File: src/rtl/nibble_serializer_pkg.sv
// Shared types and widths for the nibble serializer and its byte FIFO.
package nibble_serializer_pkg;

  localparam int NIB_W  = 4;
  localparam int BYTE_W = 8;

  typedef enum logic [1:0] {
    IDLE   = 2'd0,
    FIRST  = 2'd1,
    SECOND = 2'd2
  } state_t;

  function automatic logic [NIB_W-1:0] pick_nib(input logic [BYTE_W-1:0] b, input logic hi);
    return hi ? b[7:4] : b[3:0];
  endfunction

endpackage

File: src/rtl/byte_fifo.sv
// Synchronous FIFO with registered pointers and occupancy; push/pop are
// assumed pre-qualified by the caller (no push when full, no pop when empty).
module byte_fifo #(
  parameter int DEPTH = 4,
  parameter int W     = 8,
  localparam int AW   = $clog2(DEPTH),
  localparam int LW   = $clog2(DEPTH) + 1
) (
  input  logic          clk,
  input  logic          rst_n,
  input  logic          push_i,
  input  logic          pop_i,
  input  logic [W-1:0]  din_i,
  output logic [W-1:0]  head_o,
  output logic          full_o,
  output logic          empty_o,
  output logic [LW-1:0] level_o
);

  logic [W-1:0]  mem_q [DEPTH];
  logic [AW-1:0] wr_q, rd_q;
  logic [LW-1:0] level_q;

  always_ff @(posedge clk) begin
    if (!rst_n) begin
      wr_q    <= '0;
      rd_q    <= '0;
      level_q <= '0;
    end else begin
      if (push_i) wr_q <= wr_q + 1'b1;
      if (pop_i)  rd_q <= rd_q + 1'b1;
      case ({push_i, pop_i})
        2'b10:   level_q <= level_q + 1'b1;
        2'b01:   level_q <= level_q - 1'b1;
        default: level_q <= level_q;
      endcase
    end
  end

  // Storage carries no reset; stale entries are unreachable once pointers clear.
  always_ff @(posedge clk) begin
    if (push_i) mem_q[wr_q] <= din_i;
  end

  assign head_o  = mem_q[rd_q];
  assign full_o  = (level_q == LW'(DEPTH));
  assign empty_o = (level_q == '0);
  assign level_o = level_q;

endmodule

File: src/rtl/nibble_serializer.sv
// Byte-to-nibble serializer feeding the M1 consumer (C/x0/x1, ack from x2).
// Optional acknowledge-wait timeout is built when NIBSER_TIMEOUT_EN is defined.
module nibble_serializer
  import nibble_serializer_pkg::*;
#(
  parameter int DEPTH     = 4,
  parameter int MSB_FIRST = 1,
  parameter int TIMEOUT   = 15
) (
  input  logic                     clk,
  input  logic                     rst_n,
  input  logic                     in_valid,
  output logic                     in_ready,
  input  logic [BYTE_W-1:0]        in_data,
  output logic [BYTE_W-1:0]        cfg_out,
  output logic                     nib_valid,
  output logic [NIB_W-1:0]         nib_data,
  input  logic                     nib_ack,
  output logic                     busy,
  output logic [$clog2(DEPTH):0]   level
`ifdef NIBSER_TIMEOUT_EN
  ,
  output logic                     timeout_err
`endif
);

  localparam int LW = $clog2(DEPTH) + 1;
  localparam logic HI_FIRST = (MSB_FIRST != 0);

  // Valid/ready: a byte transfers on any rising edge where in_valid && in_ready;
  // in_ready depends only on the registered level, never on in_valid.
  logic              push, pop, fifo_full, fifo_empty;
  logic [BYTE_W-1:0] head;
  logic [LW-1:0]     fifo_level;

  assign in_ready = ~fifo_full;
  assign push     = in_valid & in_ready;

  byte_fifo #(.DEPTH(DEPTH), .W(BYTE_W)) u_fifo (
    .clk     (clk),
    .rst_n   (rst_n),
    .push_i  (push),
    .pop_i   (pop),
    .din_i   (in_data),
    .head_o  (head),
    .full_o  (fifo_full),
    .empty_o (fifo_empty),
    .level_o (fifo_level)
  );

  state_t            state_q, state_d;
  logic [BYTE_W-1:0] cfg_q, cfg_d;
  logic              nib_valid_q, nib_valid_d;
  logic [NIB_W-1:0]  nib_data_q, nib_data_d;
  logic              tmo, adv;

  assign adv = (state_q != IDLE) && (nib_ack || tmo);

  always_comb begin
    state_d     = state_q;
    cfg_d       = cfg_q;
    pop         = 1'b0;
    nib_valid_d = 1'b0;
    nib_data_d  = '0;
    case (state_q)
      IDLE: begin
        if (!fifo_empty) begin
          pop     = 1'b1;
          cfg_d   = head;
          state_d = FIRST;
        end
      end
      FIRST: begin
        if (adv) state_d = SECOND;
      end
      SECOND: begin
        if (adv) begin
          if (!fifo_empty) begin
            pop     = 1'b1;
            cfg_d   = head;
            state_d = FIRST;
          end else begin
            state_d = IDLE;
          end
        end
      end
      default: state_d = IDLE;
    endcase
    // Nibble outputs are registered from the next state so they line up with it.
    case (state_d)
      FIRST: begin
        nib_valid_d = 1'b1;
        nib_data_d  = pick_nib(cfg_d, HI_FIRST);
      end
      SECOND: begin
        nib_valid_d = 1'b1;
        nib_data_d  = pick_nib(cfg_d, !HI_FIRST);
      end
      default: begin
        nib_valid_d = 1'b0;
        nib_data_d  = '0;
      end
    endcase
  end

  always_ff @(posedge clk) begin
    if (!rst_n) begin
      state_q     <= IDLE;
      cfg_q       <= '0;
      nib_valid_q <= 1'b0;
      nib_data_q  <= '0;
    end else begin
      state_q     <= state_d;
      cfg_q       <= cfg_d;
      nib_valid_q <= nib_valid_d;
      nib_data_q  <= nib_data_d;
    end
  end

`ifdef NIBSER_TIMEOUT_EN
  localparam int TW = $clog2(TIMEOUT + 1);
  logic [TW-1:0] wait_q, wait_d;
  logic          terr_q;

  // Fires on the cycle whose increment would reach TIMEOUT, so each nibble
  // is presented for exactly TIMEOUT cycles before the forced advance.
  assign tmo = (state_q != IDLE) && !nib_ack && (wait_q == TW'(TIMEOUT - 1));

  always_comb begin
    wait_d = wait_q;
    if (state_d != state_q)                wait_d = '0;
    else if (state_q != IDLE && !nib_ack)  wait_d = wait_q + 1'b1;
  end

  always_ff @(posedge clk) begin
    if (!rst_n) begin
      wait_q <= '0;
      terr_q <= 1'b0;
    end else begin
      wait_q <= wait_d;
      terr_q <= terr_q | tmo;
    end
  end

  assign timeout_err = terr_q;
`else
  // Without the timeout build the FSM waits on nib_ack forever; this never fires.
  assign tmo = (TIMEOUT < 0);
`endif

  assign cfg_out   = cfg_q;
  assign nib_valid = nib_valid_q;
  assign nib_data  = nib_data_q;
  assign busy      = (state_q != IDLE) || !fifo_empty;
  assign level     = fifo_level;

endmodule
File: config.mk
export PLATFORM = sky130hd
export DESIGN_NAME = nibble_serializer
export DESIGN_NICKNAME = d
export VERILOG_FILES = /design/src/rtl/nibble_serializer_pkg.sv /design/src/rtl/byte_fifo.sv /design/src/rtl/nibble_serializer.sv
export SDC_FILE = /design/constraint.sdc
export NUM_CORES = 1
export LEC_CHECK = 0
export ABC_AREA = 1
export CORE_UTILIZATION = 49
export CTS_CLUSTER_DIAMETER = 100
export DETAILED_ROUTE_END_ITERATION = 10
export GPL_ROUTABILITY_DRIVEN = 0
export HOLD_SLACK_MARGIN = 0.03
export PLACE_DENSITY = 0.85
export SYNTH_ARGS = -nofsm -noshare
export SYNTH_HDL_FRONTEND = slang
export SYNTH_SLANG_ARGS = --single-unit
export TNS_END_PERCENT = 1
File: constraint.sdc
create_clock -name clk -period 2 [get_ports clk]
set_input_delay 0.4 -clock clk [delete_from_list [all_inputs] [get_ports clk]]
set_output_delay 0.4 -clock clk [all_outputs]
set_load 0.03 [all_outputs]
* Yosys cells after proc, flatten, opt, wreduce, memory -nomap -nowiden
Memories as Yosys holds them, arrays and structs flattened. A register that Yosys moved wholly into a read port is not among the register bits.
Cells that the tools add are included.
** Cells by class
- Multiplexer cells :: 18
- $add $sub $neg :: 4
- Bitwise operators :: 2
- Equality and inequality tests :: 7
- Reductions and logical operators :: 8
** Operator list (count)
- $mux 8 :: 2
- $pmux 8 s2 :: 1
- $mux 2 :: 5
- $pmux 4 s2 :: 1
- $eq 2x1->1 const B :: 3
- $eq 2x2->1 const B :: 3
- $mux 1 :: 6
- $pmux 2 s3 :: 1
- $pmux 3 s2 :: 1
- $add 2x1->2 const B :: 2
- $reduce_bool 2->1 :: 2
- $add 3x1->3 const B :: 1
- $eq 3x3->1 const B :: 1
- $logic_not 3->1 :: 1
- $sub 3x1->3 const B :: 1
- $logic_not 2->1 :: 1
- $pmux 1 s2 :: 1
- $reduce_or 2->1 :: 1
- $and 1x1->1 :: 1
- $logic_and 1x1->1 :: 1
- $logic_not 1->1 :: 1
- $logic_or 1x1->1 :: 1
- $not 1->1 :: 1
** Word-level totals
- Output and inout port bits :: 18
- Register bits :: 22
- Word-level logic and storage cells :: 47
- RAM bits :: 32
- Memories kept :: 1
- Input bits :: 12
** Memories
- u_fifo.mem_q :: words 4, bits a word 8, read ports 1, clocked after Yosys merged registers in 1, write ports 1, line byte_fifo.sv:20 : logic [W-1:0] mem_q [DEPTH];

* Depth between registers and ports, before layout
- Word-level depth :: 7
- Mapped depth :: 12
- Mapped depth without buffers :: 11

* Modules after synthesis
A second synthesis with hierarchy kept.
** Unflattened totals
- Cells, all modules :: 296
- Area total of the unflattened synthesis :: 2596.2 um^2
** Modules (own cells, without submodules)
- byte_fifo :: cells an instance 133, area each 1634.1 um^2, seq. area each 1141.1 um^2, times used 1
- nibble_serializer :: cells an instance 163, area each 962.2 um^2, seq. area each 300.3 um^2, times used 1

* Worst setup path before layout
OpenSTA, ideal clock, no wires.
- Kind :: reg-to-reg
- Start point :: register u_fifo.level_q[2] (netlist: u_fifo.level_o[2])
- End point :: register u_fifo.level_q[2] (netlist: u_fifo.level_o[2])
- Cell stages (with the launch flop) :: 10
- Data arrival time :: 2.147 ns
- Path buffers :: 0
- Slack :: -0.269 ns
- Required time :: 1.878 ns
- Library setup time :: 0.122 ns
- Clock period less this slack :: 2.269 ns
- Path through :: dfxtp_1 > nand3_1 > nand2_1 > ha_1 > inv_1 > fa_1 > a21oi_1 > o21ai_0 > o21ai_0 > a21oi_1
** Between the ends
- Elaborated cells on any way between the ends :: 13
- Classes of those cells :: add/sub: 2; eq/ne: 3; mux: 4; bitwise: 2; reduce/logical: 2
** RTL lines
- start, declared :: line byte_fifo.sv:22 : logic [LW-1:0] level_q;
- start signal, assigned :: line byte_fifo.sv:33 : 2'b10: level_q <= level_q + 1'b1;
- start signal, assigned :: line byte_fifo.sv:34 : 2'b01: level_q <= level_q - 1'b1;
- start signal, assigned :: line byte_fifo.sv:35 : default: level_q <= level_q;
- $eq 3x3->1 (*) :: line byte_fifo.sv:46 : assign full_o = (level_q == LW'(DEPTH));
- $not 1->1 (*) :: line nibble_serializer.sv:36 : assign in_ready = ~fifo_full;
- net in_ready :: line nibble_serializer.sv:13 : output logic in_ready,
- $and 1x1->1 (*) :: line nibble_serializer.sv:37 : assign push = in_valid & in_ready;
- $eq 2x1->1 / $eq 2x2->1 (equally long branches) :: line byte_fifo.sv:32 : case ({push_i, pop_i})
- $pmux 3 s2 / $reduce_bool 2->1 (equally long branches)
The timed path passes the listed nets; every way through them passes the cells marked *.
A chain may end at the register's enable or synchronous reset.

* Worst setup path in the final report
- Start point :: register u_fifo.level_q[1] (netlist: u_fifo.level_o[1])
- End point :: output port in_ready
** Between the ends
- Cells in the longest elaborated chain, start to end :: 2
** RTL lines (line)
- $eq 3x3->1 :: byte_fifo.sv:46
- $not 1->1 :: nibble_serializer.sv:36
- end, declared :: nibble_serializer.sv:13
No other way between the ends.

==> flow_metrics.env <==
export IMPL_status="complete, but fails checks"
export IMPL_violations="DRC"
export IMPL_max_vdd_ir_drop_v=0.000623
export IMPL_hp_start="u_fifo.rd_q[0]"
export IMPL_r2r_end="u_fifo.level_o[2]"
export IMPL_ys_top_cells_by_count="nor2_1, edfxtp_1, o21ai_0, dfxtp_1, inv_1"
export IMPL_synth_ff_type="edfxtp_1"
export IMPL_grt_pass1_wl_um=7440
export IMPL_worst_pin_slew_ns=0.391
export IMPL_busiest_layer="met2"
export IMPL_ys_warn_count=0
export IMPL_yosysTopAreaCell="edfxtp_1"
export IMPL_finalMaxSlewViolations=0
export IMPL_wirelength_um=4260
export IMPL_fmax_mhz=532
export IMPL_crit_required_ns=1.60
export IMPL_crit_cells=3
export IMPL_fin_crit_ns=1.88
export IMPL_worstSetupPathType="register to output pin"
export IMPL_r2r_cells=11
export IMPL_route_detailed_drc=2
export IMPL_slowest_stage="clkdlybuf4s50_1"
export IMPL_routed_via_density=5.17
export IMPL_worst_setup_path_end_kind="output pin"
export IMPL_synthToLayoutAreaGrowth_pct=23.0
export IMPL_cts_tree="built"
export IMPL_crit_chain="inv_4 > nand3_2 > clkdlybuf4s50_1"
export IMPL_max_stage_delay_ns=0.66
export IMPL_layout_nets=292
export IMPL_finalHoldViolCount=0
export IMPL_post_drt_wl_per_cell_um=13.1
export IMPL_fin_skew_ns=0.0140
export IMPL_io_pins=30
export IMPL_coreArea_mm2=0.00447
export IMPL_start_util=0.521
export IMPL_r2r_start="u_fifo.level_o[1]"
export IMPL_drtAntennaViolNets=0
export IMPL_p_leak_uw=0.00110
export IMPL_yosysMostFrequentCell="nor2_1"
export IMPL_port_buffer_count=29
export IMPL_antenna_cells=0
export IMPL_grt_use_total=0.194
export IMPL_clock_latency_ns=0.32
export IMPL_min_path_cells=1
export IMPL_synthTopCellsByArea="edfxtp_1, dfxtp_1, nor2_1, o21ai_0, ha_1"
export IMPL_min_path_type="register to register"
export IMPL_reg2reg_slack_ns=0.14
export IMPL_power_density_mw_per_mm2=1420
export IMPL_path_buf_inv=2
export IMPL_cp_max_fo=3
export IMPL_finalPower_uw=4080
export IMPL_grt_max_degree=24
export IMPL_cts_hold_buf=0
export IMPL_drv_cap=0
export IMPL_fin_util=0.641
export IMPL_clk_pin_slew_ns=0.11
export IMPL_met1_usage=0.253
export IMPL_netlist_instances=229
export IMPL_hpwlAfterDp_um=3040
export IMPL_synthesis_area_mm2=0.00233
export IMPL_grt_pass1_vias=1655
export IMPL_min_period_over_period=0.940
export IMPL_gr_usage_met3=0.0499
export IMPL_ys_ff_latch=56
export IMPL_drive_above_1_share=0.161
export IMPL_cpLargestDelayFamily="buffers and inverters"
export IMPL_dieArea_mm2=0.00503
export IMPL_synthArstFlopShare=0
export IMPL_drtPass1Iterations=7
export IMPL_vias=1681
export IMPL_setup_viol=0
export IMPL_die_w_um=71.0
export IMPL_die_height_um=71.0
export IMPL_avgSynthCellArea_um2=10.2
export IMPL_h_tree_depth=2
export IMPL_worstPathArrival_ns=1.48
export IMPL_rows=24
export IMPL_grt_antenna_before_repair=0
export IMPL_clock_sinks=56
export IMPL_synth_edf_count=32
export IMPL_clock_path_buffers=2
export IMPL_synth_distinct_cells=24
export IMPL_cts_buffers=5
export IMPL_rsz0062_at_grt="no"
export IMPL_ys_seq_area_frac=0.619
export IMPL_grt_overflow_total=0
export IMPL_synthesis_nets=249
export IMPL_synth_top_area_share=0.412
export IMPL_drt_initial_drc_count=129
export IMPL_clockRootBuffer="clkbuf_8"
export IMPL_use_met2=0.307
export IMPL_post_cts_buffers=0
export IMPL_max_slew_margin_rel=0.739
export IMPL_start_kind="register"
cell usage in the layout, fill, tap and decap left out, drive strengths merged, types with 2 or more instances in the layout:
cell | synthesis | final
nand3 | 10 | 10
inv | 31 | 34
o211ai | 8 | 8
o22ai | 2 | 2
clkbuf | 1 | 5
clkdlybuf4s50 | 0 | 27
ha | 7 | 7
buf | 6 | 14
dfxtp | 24 | 24
a21oi | 14 | 14
edfxtp | 32 | 32
nand2 | 22 | 22
nor2 | 40 | 40
o21ai | 28 | 28
worst max path at each step:
| stage | startpoint | end |
|---|---|---|
| floorplan | u_fifo.level_o[0] | u_fifo.level_o[1] |
| global placement | nib_ack | u_fifo.level_o[1] |
| detailed placement | nib_ack | u_fifo.level_o[2] |
| CTS | nib_ack | u_fifo.level_o[2] |
| global route | u_fifo.level_o[1] | u_fifo.level_o[2] |
| finish | u_fifo.level_o[1] | in_ready |
per-layer routing:
layer,vias up,routed length [µm]
met5,-,0
met4,0,119
met3,16,172
met2,48,2030
met1,761,1940
li1,856,-
report_power, final:
part | total [µW] | switching [µW] | internal, µW
registers | 1620 | 166 | 1460
clock network | 670 | 405 | 265
logic | 1790 | 1090 | 699
final cells by class:
type                            instances  area, µm²
Tap cell                               52       65.1
Timing Repair Buffer                   43        397
Sequential cell                        56       1450
Clock inverter                          3       28.8
Clock buffer                            5       68.8
Multi-Input combinational cell        135        733
Fill cell                             357       1610
Inverter                               31        121
state kept, by name (all words and copies together) (netlist names), named ones only:
| register | cells |
|---|---|
| u_fifo.level_o | 3 |
| nib_data | 4 |
| nib_valid | 1 |
| u_fifo.mem_q | 32 |
| state_q | 2 |
| u_fifo.wr_q | 2 |
| cfg_out | 8 |
| u_fifo.rd_q | 2 |
metrics by stage:
stage,hold slack (ns),TNS (ns),instance area [µm²],instances,setup slack [ns]
3_3_place_gp,0.455,-0.676,2770,317,-0.184
2_1_floorplan,0.441,-0.0106,2360,229,-0.0106
5_1_grt,0.521,0,2870,325,0.0188
4_1_cts,0.487,0,2860,325,0.0998
6_report,0.496,0,2870,325,0.119
3_5_place_dp,0.479,-0.986,2770,317,-0.234
worst register-to-register path, cell delays in order, from the launching register on:
cell and delay [ns]:
dfxtp_4 0.38, inv_4 0.05, nand3_2 0.10, inv_2 0.06, nor3_4 0.17, ha_2 0.18
inv_1 0.06, fa_2 0.34, a21oi_1 0.14, o21ai_1 0.10, o21ai_1 0.15, a21oi_1 0.05
cells by family (layout without fill, tap and decap cells):
family          Yosys count  count (layout)  synth area share
buf+inv                  38              82            0.0709
compound gates           53              53             0.129
flops                    56              56             0.619
simple gates             74              74             0.135
fa+ha+maj                 8               8            0.0462
repair_timing:
| action | 4_1_cts | 5_1_grt |
|---|---|---|
| pin swaps | 0 | 2 |
| setup endpoints to repair | 1 | 1 |
| gates cloned | 0 | 0 |
| gates resized for setup | 1 | 2 |
Power figures use the tool's default switching activity.
